`config.mk`:
```
export PLATFORM = sky130hd
export DESIGN_NAME = bitwise_logic_pipe
export DESIGN_NICKNAME = d
export VERILOG_FILES = /design/src/rtl/bitwise_logic_pipe.sv
export SDC_FILE = /design/constraint.sdc
export NUM_CORES = 1
export LEC_CHECK = 0
export ABC_AREA = 1
export ABC_CLOCK_PERIOD_IN_PS = 4290
export CAP_MARGIN = 30
export CORE_MARGIN = 5
export CORE_UTILIZATION = 40
export CTS_CLUSTER_DIAMETER = 60
export DETAILED_ROUTE_END_ITERATION = 7
export GPL_TIMING_DRIVEN = 0
export PLACE_DENSITY_LB_ADDON = 0.1
export SETUP_SLACK_MARGIN = 0.02
export SLEW_MARGIN = 5
export SYNTH_ARGS = -nofsm -noshare
export SYNTH_HDL_FRONTEND = slang
export SYNTH_SLANG_ARGS = --single-unit
```
`constraint.sdc`:
```
create_clock -name clk -period 4.29 [get_ports clk]
set_input_delay 0.858 -clock clk [delete_from_list [all_inputs] [get_ports clk]]
set_output_delay 0.858 -clock clk [all_outputs]
set_load 0.02 [all_outputs]
```
`src/rtl/bitwise_logic_pipe.sv`:
```
// Two-stage valid/ready pipeline applying one of eight bitwise ops to two operands,
// with an optional accumulator feeding back the last accepted result as operand A.
module bitwise_logic_pipe #(
  parameter int unsigned WIDTH = 16
) (
  input  logic             clk,
  input  logic             reset,
  input  logic             in_valid,
  output logic             in_ready,
  input  logic [WIDTH-1:0] in1,
  input  logic [WIDTH-1:0] in2,
  input  logic [2:0]       op,
  input  logic             acc_en,
  output logic             out_valid,
  input  logic             out_ready,
  output logic [WIDTH-1:0] out,
  output logic             zero,
  output logic             neg
);

  logic [WIDTH-1:0] acc_q, acc_d;
  logic [WIDTH-1:0] s1_data_q, s1_data_d;
  logic             s1_valid_q, s1_valid_d;
  logic [WIDTH-1:0] out_q, out_d;
  logic             zero_q, zero_d;
  logic             neg_q, neg_d;
  logic             out_valid_q, out_valid_d;

  logic [WIDTH-1:0] opa;
  logic [WIDTH-1:0] result;
  logic             s2_load_ok;
  logic             s1_move;
  logic             accept;

  // Handshake decode; in_ready intentionally depends combinationally on out_ready.
  always_comb begin
    s2_load_ok = !out_valid_q || out_ready;
    s1_move    = s1_valid_q && s2_load_ok;
    in_ready   = !s1_valid_q || s2_load_ok;
    accept     = in_valid && in_ready;
  end

  // Bitwise operation on the offered beat; A comes from the accumulator when chaining.
  always_comb begin
    opa    = acc_en ? acc_q : in1;
    result = '0;
    unique case (op)
      3'd0: result = opa & in2;
      3'd1: result = opa | in2;
      3'd2: result = opa ^ in2;
      3'd3: result = ~(opa & in2);
      3'd4: result = ~(opa | in2);
      3'd5: result = ~(opa ^ in2);
      3'd6: result = ~opa;
      3'd7: result = in2;
      default: result = '0;
    endcase
  end

  // Next state for accumulator and both pipeline stages.
  always_comb begin
    acc_d       = acc_q;
    s1_data_d   = s1_data_q;
    s1_valid_d  = s1_valid_q;
    out_d       = out_q;
    zero_d      = zero_q;
    neg_d       = neg_q;
    out_valid_d = out_valid_q;

    // Stage 2 takes the old stage-1 beat; stage 1 may refill on the same edge.
    if (s1_move) begin
      out_d       = s1_data_q;
      zero_d      = (s1_data_q == '0);
      neg_d       = s1_data_q[WIDTH-1];
      out_valid_d = 1'b1;
    end else if (out_ready) begin
      out_valid_d = 1'b0;
    end

    if (accept) begin
      acc_d      = result;
      s1_data_d  = result;
      s1_valid_d = 1'b1;
    end else if (s1_move) begin
      s1_valid_d = 1'b0;
    end
  end

  // State registers with synchronous reset; reset discards in-flight beats.
  always_ff @(posedge clk) begin
    if (reset) begin
      acc_q       <= '0;
      s1_data_q   <= '0;
      s1_valid_q  <= 1'b0;
      out_q       <= '0;
      zero_q      <= 1'b0;
      neg_q       <= 1'b0;
      out_valid_q <= 1'b0;
    end else begin
      acc_q       <= acc_d;
      s1_data_q   <= s1_data_d;
      s1_valid_q  <= s1_valid_d;
      out_q       <= out_d;
      zero_q      <= zero_d;
      neg_q       <= neg_d;
      out_valid_q <= out_valid_d;
    end
  end

  assign out       = out_q;
  assign zero      = zero_q;
  assign neg       = neg_q;
  assign out_valid = out_valid_q;

endmodule

```
Word level (Yosys, flattened, before mapping). Index checks and enable logic that the tools add are counted. W data, S select, Z words.

Register bits: 36. Bits of input ports: 40. Logic and storage cells: 36.

Eq/ne operators: 7. Multiplexer cells: 6. Bitwise gates (word level): 7. Reductions and logical operators: 10.

Operator list (number): $pmux W16 S8 (1); $not A16 Y16 (4); $and A16 B16 Y16 (1); $logic_not A16 Y1 (1); $mux W16 (1); $or A16 B16 Y16 (1); $xor A16 B16 Y16 (1); $eq A3 B3 Y1 const B (4); $eq A3 B2 Y1 const B (2); $mux W1 (4); $reduce_bool A2 Y1 (2); $eq A3 B1 Y1 const B (1); $logic_not A3 Y1 (1); $logic_and A1 B1 Y1 (2); $logic_not A1 Y1 (2); $logic_or A1 B1 Y1 (2).

Depth between registers and ports, before layout. Gate-level depths: netlist of the first run.

Depth in word-level cells: 5. Depth in mapped cells: 14. Depth with buffers taken out: 12.

Least setup slack after synthesis of the first run. No wires, ideal clock.

Path kind: input to register. Start point: input port acc_en. End point: register s1_data_q[11]. Library setup time: 0.132 ns. Arrival time: 1.972 ns. Data required time: 4.158 ns. Slack: 2.186 ns. Stages: 13. Buffers on the path: 2. Cells stage by stage: buf_2 inv_2 buf_6 nand2_1 nand2_1 ha_1 inv_1 nand4_1 nand2_1 nor2_1 nand2_1 nand2_1 a21oi_1.

Longest elaborated chain between the ends: 4. Elaborated cells on any way between the ends: 9. Classes of those cells: mux (2); bitwise (7).

RTL lines: start, declared (RTL line 13) `input logic acc_en,`; $mux W16 (*) (RTL line 45) `opa = acc_en ? acc_q : in1;`; $xor A16 B16 Y16 (tied with other cells) (RTL line 50, 53); $not A16 Y16 (on tied branches) (RTL line 53, 51, 52); $pmux W16 S8 (*) (RTL line 47) `unique case (op)`; end signal, assigned (RTL line 101) `s1_data_q <= s1_data_d;`; end, declared (RTL line 22) `logic [WIDTH-1:0] s1_data_q, s1_data_d;`.

Every way passes the cells marked *; elsewhere a longest branch is shown, timed or not. A chain may end at the register's enable or synchronous reset.

Worst setup path after layout of the first run.
Start point: input port out_ready. End point: output port in_ready.

Longest elaborated chain between the ends: 2.

RTL lines: start, declared (RTL line 15) `input logic out_ready,`; $logic_or A1 B1 Y1 (RTL line 37) `s2_load_ok = !out_valid_q || out_ready;`; $logic_or A1 B1 Y1 (RTL line 39) `in_ready = !s1_valid_q || s2_load_ok;`; end, declared (RTL line 9) `output logic in_ready,`.

No other way between the ends.

==> flow_summary_export.csv, run 1 <==
group,metric,value,unit
status,status,"complete, no violations",
pwr,p_comb_share,39.8,%
cts,cts-root-buf,"clkbuf_8",
worst_hold_path,hp-start,"s1_data_q[8]$_SDFFE_PP0P_",
cts,numCtsBuffers,5,
placement,dp.cells,776,
sta,maxSlewHeadroom,59.7,%
sta,hold_viol_final,0,
setup_path,r2r_slack,2.66,ns
floorplanning,die_w,106,um
pwr,seq_power_share,36.2,%
cells_and_area,utilization,50.1,%
routing,vias,4013,
cells_and_area,syn_to_final_growth,20.9,%
routing,first_pass_iters,5,
worst_hold_path,min_path_cells,2,
sta,fin_crit_sh,68.4,%
setup_path,crit_fanout,3,
cts,postCtsResizedCells,0,
floorplanning,ioPinCount,60,
pwr,powerDensity,226,nW/um2
synth,synth_top_area_cell,"nand2_1",
global_route,grt_max_degree,11,
synth,synthesis.area,3650,um2
pwr,power_switching,0.000367,W
sta,worstMarginPinSlew,0.604,ns
cts,post_cts_buffers,0,
sta,setup_tns,0,ns
setup_path,timing.rr.start,"out_valid$_SDFFE_PP0P_",
setup_path,end_kind,"output pin",
floorplanning,placementRows,34,
routing,drt_wl_total,11.4,mm
pwr,intPower,0.000632,W
floorplanning,fp.dieH,106,um
cells_and_area,final_layout_size_suffix_gt1_share,7.41,%
setup_path,path_class,"in2out",
sta,fin_crit,2.93,ns
floorplanning,dieArea,11100,um2
cells_and_area,layout.nets,747,
sta,drv_slew,0,
pwr,swShare,36.8,%
synth,synthTopCellsByArea,"nand2_1 20%, dfxtp_1 19%, inv_1 12%",
worst_hold_path,hp-class,"reg2reg",
setup_path,r2r_end,"s1_data_q[7]$_SDFFE_PP0P_",
routing,final_antenna_net_count,0,
synth,synthCells,614,
cts,cts_hold_buf,0,
synth,synth_seq_area_share,19.2,%
pwr,power.total,0.000999,W
cts,clkTransAtPathRegs,0.07,ns
setup_path,rr_worst_depth,6,
setup_path,critPathRequiredTime,3.43,ns
pwr,power.leakage,2.45,nW
flow_run,drv_cap,0,
setup_path,cp-start-kind,"input pin",
global_route,grt_overflow,0,
cts,cts_tree,"done",
synth,yosysWarnings,0,
synth,synth_cell_type_count,21,
cts,htreeDepth,2,
global_route,first_global_vias,3847,
routing,wl_per_cell,14.5,um
global_route,grt_use_total,20.0,%
pwr,clock_power_share,24.0,%
placement,place_congestion,0.885,
setup_path,worstPathArrival,2.08,ns
cells_and_area,stdcell_count,783,
floorplanning,placeableCoreArea,8810,um2
synth,syn_nets,686,
routing,drt-initial-drc-count,255,
global_route,antenna_found_initial,0,
placement,hpwl,8.69,mm
routing,viasPerCell,5.13,
synth,synth.top_cell.area_share,20.1,%
cts,cts_max_path_buffers,2,
global_route,grt_pass1_wl,18.5,mm
cts,cts.sinks,35,
placement,port_buffers,54,
sta,rsz0062_at_grt,"no",
cts,worstSkewPairLatency,0.28,ns
floorplanning,initial_core_util,41.4,%
routing,drcViolationCount,0,
sta,final.setup_skew,0.00471,ns
pwr,peakVddDrop,155,uV
worst_hold_path,hold_end,"s1_data_q[8]$_SDFFE_PP0P_",
cells_and_area,antennaDiodeCount,0,
synth,avgSynthCellArea,5.94,um2
sta,timing.fmax,341,MHz
sta,setup_violations,0,
synth,ys_seq_elements,35,
## power by group through the flow
stage                     Combinational [W]  Clock (W)  Sequential, W
after global placement             0.000390          0       0.000368
after global routing               0.000446   0.000262       0.000364
after detailed placement           0.000395          0       0.000369
final                              0.000398   0.000240       0.000361
after CTS                          0.000397   0.000244       0.000361
after floorplan                    0.000245          0       0.000381
## per-layer routing
layer,track usage (%),up-vias,share of wire (%)
met4,5.64,0,1.8
met1,26.4,1826,46
met3,2.81,17,5.6
li1,-,2042,-
met2,34.2,128,47
met5,0,-,0
## cell families (layout without fill, tap and decap cells)
family | Yosys count | in the layout | synth area share (%)
and+or+nand+nor | 339 | 339 | 41.9
buffers and inverters | 157 | 218 | 19.8
AOI/OAI and AO/OA | 51 | 51 | 8.09
DFF | 35 | 35 | 19.2
adders and majority gates | 32 | 32 | 11.0
## critical path: stages
cell	delay (ns)
clkdlybuf4s50_1	0.45
inv_1	0.04
nand3_1	0.10
clkdlybuf4s50_1	0.62
## stage by stage
step	setup WS (ns)	hold WS (ns)	area, um2
2_1_floorplan	2.19	0.445	3650
3_3_place_gp	1.35	0.455	4320
3_5_place_dp	1.36	0.456	4320
4_1_cts	1.35	0.466	4410
5_1_grt	1.30	0.489	4410
6_report	1.36	0.467	4410
## state kept, by name, indices dropped and copies added, names as in the netlist
| register | flops |
|---|---|
| zero | 1 |
| out | 16 |
| s1_data_q | 16 |
| out_valid | 1 |
| s1_valid_q | 1 |
## Yosys cell counts
library cell  number
nor2_4             1
nand3b_1           1
ha_1              32
nand4_1           52
dfxtp_1           35
clkbuf_1           7
buf_2             12
nor2_1            50
buf_6             12
nand3_1           33
nand2_1          195
nor2_8             3
a211oi_1          16
nand2_4            3
a21oi_1           35
inv_1            114
inv_2              3
inv_4              1
buf_4              7
nand2_2            1
buf_1              1
## how the worst max path moves through the flow
stage	startpoint	endpoint	slack [ns]
5_1_grt	out_ready	in_ready	1.30
6_report	out_ready	in_ready	1.36
4_1_cts	out_ready	in_ready	1.35
3_3_place_gp	out_ready	in_ready	1.35
3_5_place_dp	out_ready	in_ready	1.36
2_1_floorplan	acc_en	s1_data_q[11]$_SDFFE_PP0P_	2.19
## layout make-up
type | count | area [um2]
buffer | 39 | 278
clock buffer | 6 | 82.6
clock inverter | 1 | 5.00
fill | 917 | 4390
inverter | 118 | 445
multi-input combinational | 422 | 2220
sequential | 35 | 701
tap | 108 | 135
timing repair buffer | 54 | 541
## cell usage in the layout (no fill, tap or decap)
cell               n
nand3b_1           1
nor2_4             1
a211oi_1          16
buf_2             12
nand2_2            1
clkinv_2           1
nor2_8             3
ha_1              32
nand3_1           33
dfxtp_1           35
buf_6             12
clkdlybuf4s50_1   54
nand4_1           52
clkbuf_8           6
buf_1              1
inv_1            114
clkbuf_1           7
nand2_1          195
inv_4              1
nor2_1            50
inv_2              3
a21oi_1           35
nand2_4            3
buf_4              7
No activity file was read; power rests on OpenSTA's default activity.
==> inputs of run 2 (changes only) <==
--- a/config.mk
+++ b/config.mk
@@ -6,7 +6,7 @@
 export NUM_CORES = 1
 export LEC_CHECK = 0
 export ABC_AREA = 1
-export ABC_CLOCK_PERIOD_IN_PS = 4290
+export ABC_CLOCK_PERIOD_IN_PS = 2800
 export CAP_MARGIN = 30
 export CORE_MARGIN = 5
 export CORE_UTILIZATION = 40
==> constraint.sdc (replaced) <==
create_clock -name clk -period 2.8 [get_ports clk]
set_input_delay 0.56 -clock clk [delete_from_list [all_inputs] [get_ports clk]]
set_output_delay 0.56 -clock clk [all_outputs]
set_load 0.02 [all_outputs]
==> results of run 2 <==
Same layout as run 1 (identical final DEF). Status: complete, no violations.
Among the figures that moved: setup slack after placement 1.36 ns -> 0.466 ns; setup slack after layout 1.36 ns -> 0.462 ns; register-to-register setup slack 2.66 ns -> 1.17 ns; total power 0.000999 W -> 0.00153 W; worst IR drop on VDD 155 uV -> 238 uV
==> inputs of run 3 (changes only) <==
--- a/config.mk
+++ b/config.mk
@@ -6,7 +6,7 @@
 export NUM_CORES = 1
 export LEC_CHECK = 0
 export ABC_AREA = 1
-export ABC_CLOCK_PERIOD_IN_PS = 2800
+export ABC_CLOCK_PERIOD_IN_PS = 2100
 export CAP_MARGIN = 30
 export CORE_MARGIN = 5
 export CORE_UTILIZATION = 40
==> constraint.sdc (replaced) <==
create_clock -name clk -period 2.1 [get_ports clk]
set_input_delay 0.42 -clock clk [delete_from_list [all_inputs] [get_ports clk]]
set_output_delay 0.42 -clock clk [all_outputs]
set_load 0.02 [all_outputs]
==> run 3 against run 2 <==
Effect of this change: sequential power is 33% higher; cell area hardly changed; die area stayed put; wire length is 0.11% lower; sequential cell count stayed put.
==> flow_summary_export.csv, run 3 (synthesis results as in run 1) <==
group,metric,value,unit
cells_and_area,layout_commonest_cell,"nand2_1",
pwr,power.leakage,2.45,nW
cts,htreeDepth,2,
routing,drt_wl_total,11.4,mm
cts,clkTransAtPathRegs,0.07,ns
cts,cts_hold_buf,0,
routing,first_pass_iters,6,
sta,worstMarginPinSlew,0.603,ns
sta,hold_viol_final,0,
setup_path,end_kind,"flop",
setup_path,worst_path_max_delay_cell,"clkbuf_1",
sta,maxSlewHeadroom,59.8,%
cts,cts-root-buf,"clkbuf_8",
setup_path,worstPathArrival,1.99,ns
routing,vias,4019,
sta,whs,0.467,ns
global_route,grt_pass1_wl,18.5,mm
routing,drcViolationCount,0,
cells_and_area,fill_cells,917,
sta,fin_crit_sh,87.5,%
routing,wl_per_cell,14.5,um
placement,hpwl,8.69,mm
cts,cts_max_path_buffers,2,
placement,place_area,4320,um2
floorplanning,placeableCoreArea,8810,um2
sta,timing.fmax,544,MHz
setup_path,crit_fanout,10,
floorplanning,initial_core_util,41.4,%
cells_and_area,final_cell_mix,"195 x nand2_1, 114 x inv_1, 53 x clkdlybuf4s50_1",
placement,place_congestion,0.885,
floorplanning,placementRows,34,
pwr,powerDensity,462,nW/um2
routing,final_antenna_net_count,0,
setup_path,cp-start-kind,"input pin",
pwr,peakVddDrop,317,uV
floorplanning,die_w,106,um
cts,numCtsBuffers,5,
global_route,antenna_found_initial,0,
worst_hold_path,hp-class,"reg2reg",
global_route,grt_use_total,20.0,%
cts,cts_tree,"done",
status,status,"complete, no violations",
global_route,grt_overflow,0,
cells_and_area,seqCellArea,701,um2
setup_path,max_stage_delay,0.50,ns
cts,cts.sinks,35,
flow_run,drv_cap,0,
cells_and_area,antennaDiodeCount,0,
sta,drv_slew,0,
cells_and_area,multi_input_area,2220,um2
cells_and_area,layout.nets,747,
cells_and_area,fin_area,4410,um2
sta,final.setup_skew,0.00471,ns
routing,viasPerCell,5.13,
setup_path,path_cells,"clkdlybuf4s50_1, inv_1, nand3_1, nand2_1, clkbuf_1, a21oi_1, nand2_1, a21oi_1",
floorplanning,ioPinCount,60,
global_route,grt_max_degree,11,
sta,setup_violations,0,
cells_and_area,syn_to_final_growth,21.0,%
setup_path,path_class,"in2reg",
sta,rsz0062_at_grt,"no",
routing,drt-initial-drc-count,255,
cells_and_area,final_layout_size_suffix_gt1_share,7.41,%
sta,fin_crit,1.84,ns
placement,port_buffers,54,
floorplanning,dieArea,11100,um2
cts,worstSkewPairLatency,0.28,ns
global_route,first_global_vias,3847,
floorplanning,fp.dieH,106,um
setup_path,critPathRequiredTime,2.25,ns
==> run 3: worst paths after layout <==
check                                  from                         to  slack [ns]  cells past startpoint
setup / recovery                  out_ready  s1_data_q[7]$_SDFFE_PP0P_        0.26                      8
hold / removal    s1_data_q[8]$_SDFFE_PP0P_  s1_data_q[8]$_SDFFE_PP0P_        0.47                      2
hold reg to reg   s1_data_q[8]$_SDFFE_PP0P_  s1_data_q[8]$_SDFFE_PP0P_        0.47                      2
setup reg to reg     out_valid$_SDFFE_PP0P_  s1_data_q[7]$_SDFFE_PP0P_        0.48                      6
==> run 3: final cells by class <==
cell class                      instances  area share [%]
Clock buffer                            6            1.87
Clock inverter                          1           0.113
Inverter                              118            10.1
Sequential cell                        35            15.9
Multi-Input combinational cell        422            50.4
Buffer                                 39            6.29
Tap cell                              108            3.06
Timing Repair Buffer                   54            12.3
==> run 3: worst max-delay path: cells and delay by family <==
kind	cells	cell delay [ns]
simple gates	3	0.44
buf+inv	3	0.96
compound gates	2	0.16
==> run 3: metal layers <==
layer | part of all wire (%) | track usage, %
met1 | 46 | 26.4
met2 | 47 | 34.2
met3 | 5.5 | 2.81
met4 | 1.8 | 5.64
met5 | 0 | 0
==> run 3: power by group <==
| group | internal, W | leakage [nW] | switching [W] |
|---|---|---|---|
| combinational | 0.000319 | 2.12 | 0.000493 |
| sequential | 0.000714 | 0.288 | 0.0000241 |
| clock | 0.000257 | 0.0470 | 0.000233 |
| total | 0.00129 | 2.45 | 0.000750 |
==> run 3: through the flow <==
step           utilization, %  setup TNS [ns]  setup WS [ns]  instances  power (W)
2_1_floorplan               -               0          0.434        614    0.00128
3_3_place_gp             49.1          -0.259        -0.0506        776    0.00155
3_5_place_dp             49.1         -0.0569        -0.0153        776    0.00156
4_1_cts                  50.1               0         0.0361        783    0.00205
5_1_grt                  50.1               0          0.138        783    0.00219
6_report                 50.1               0          0.262        783    0.00204
==> run 3: what timing repair did <==
action / 4_1_cts / 5_1_grt
endpoints found under the setup margin: 0 / 1
buffers inserted: 0 / 0
resized for setup: 0 / 1
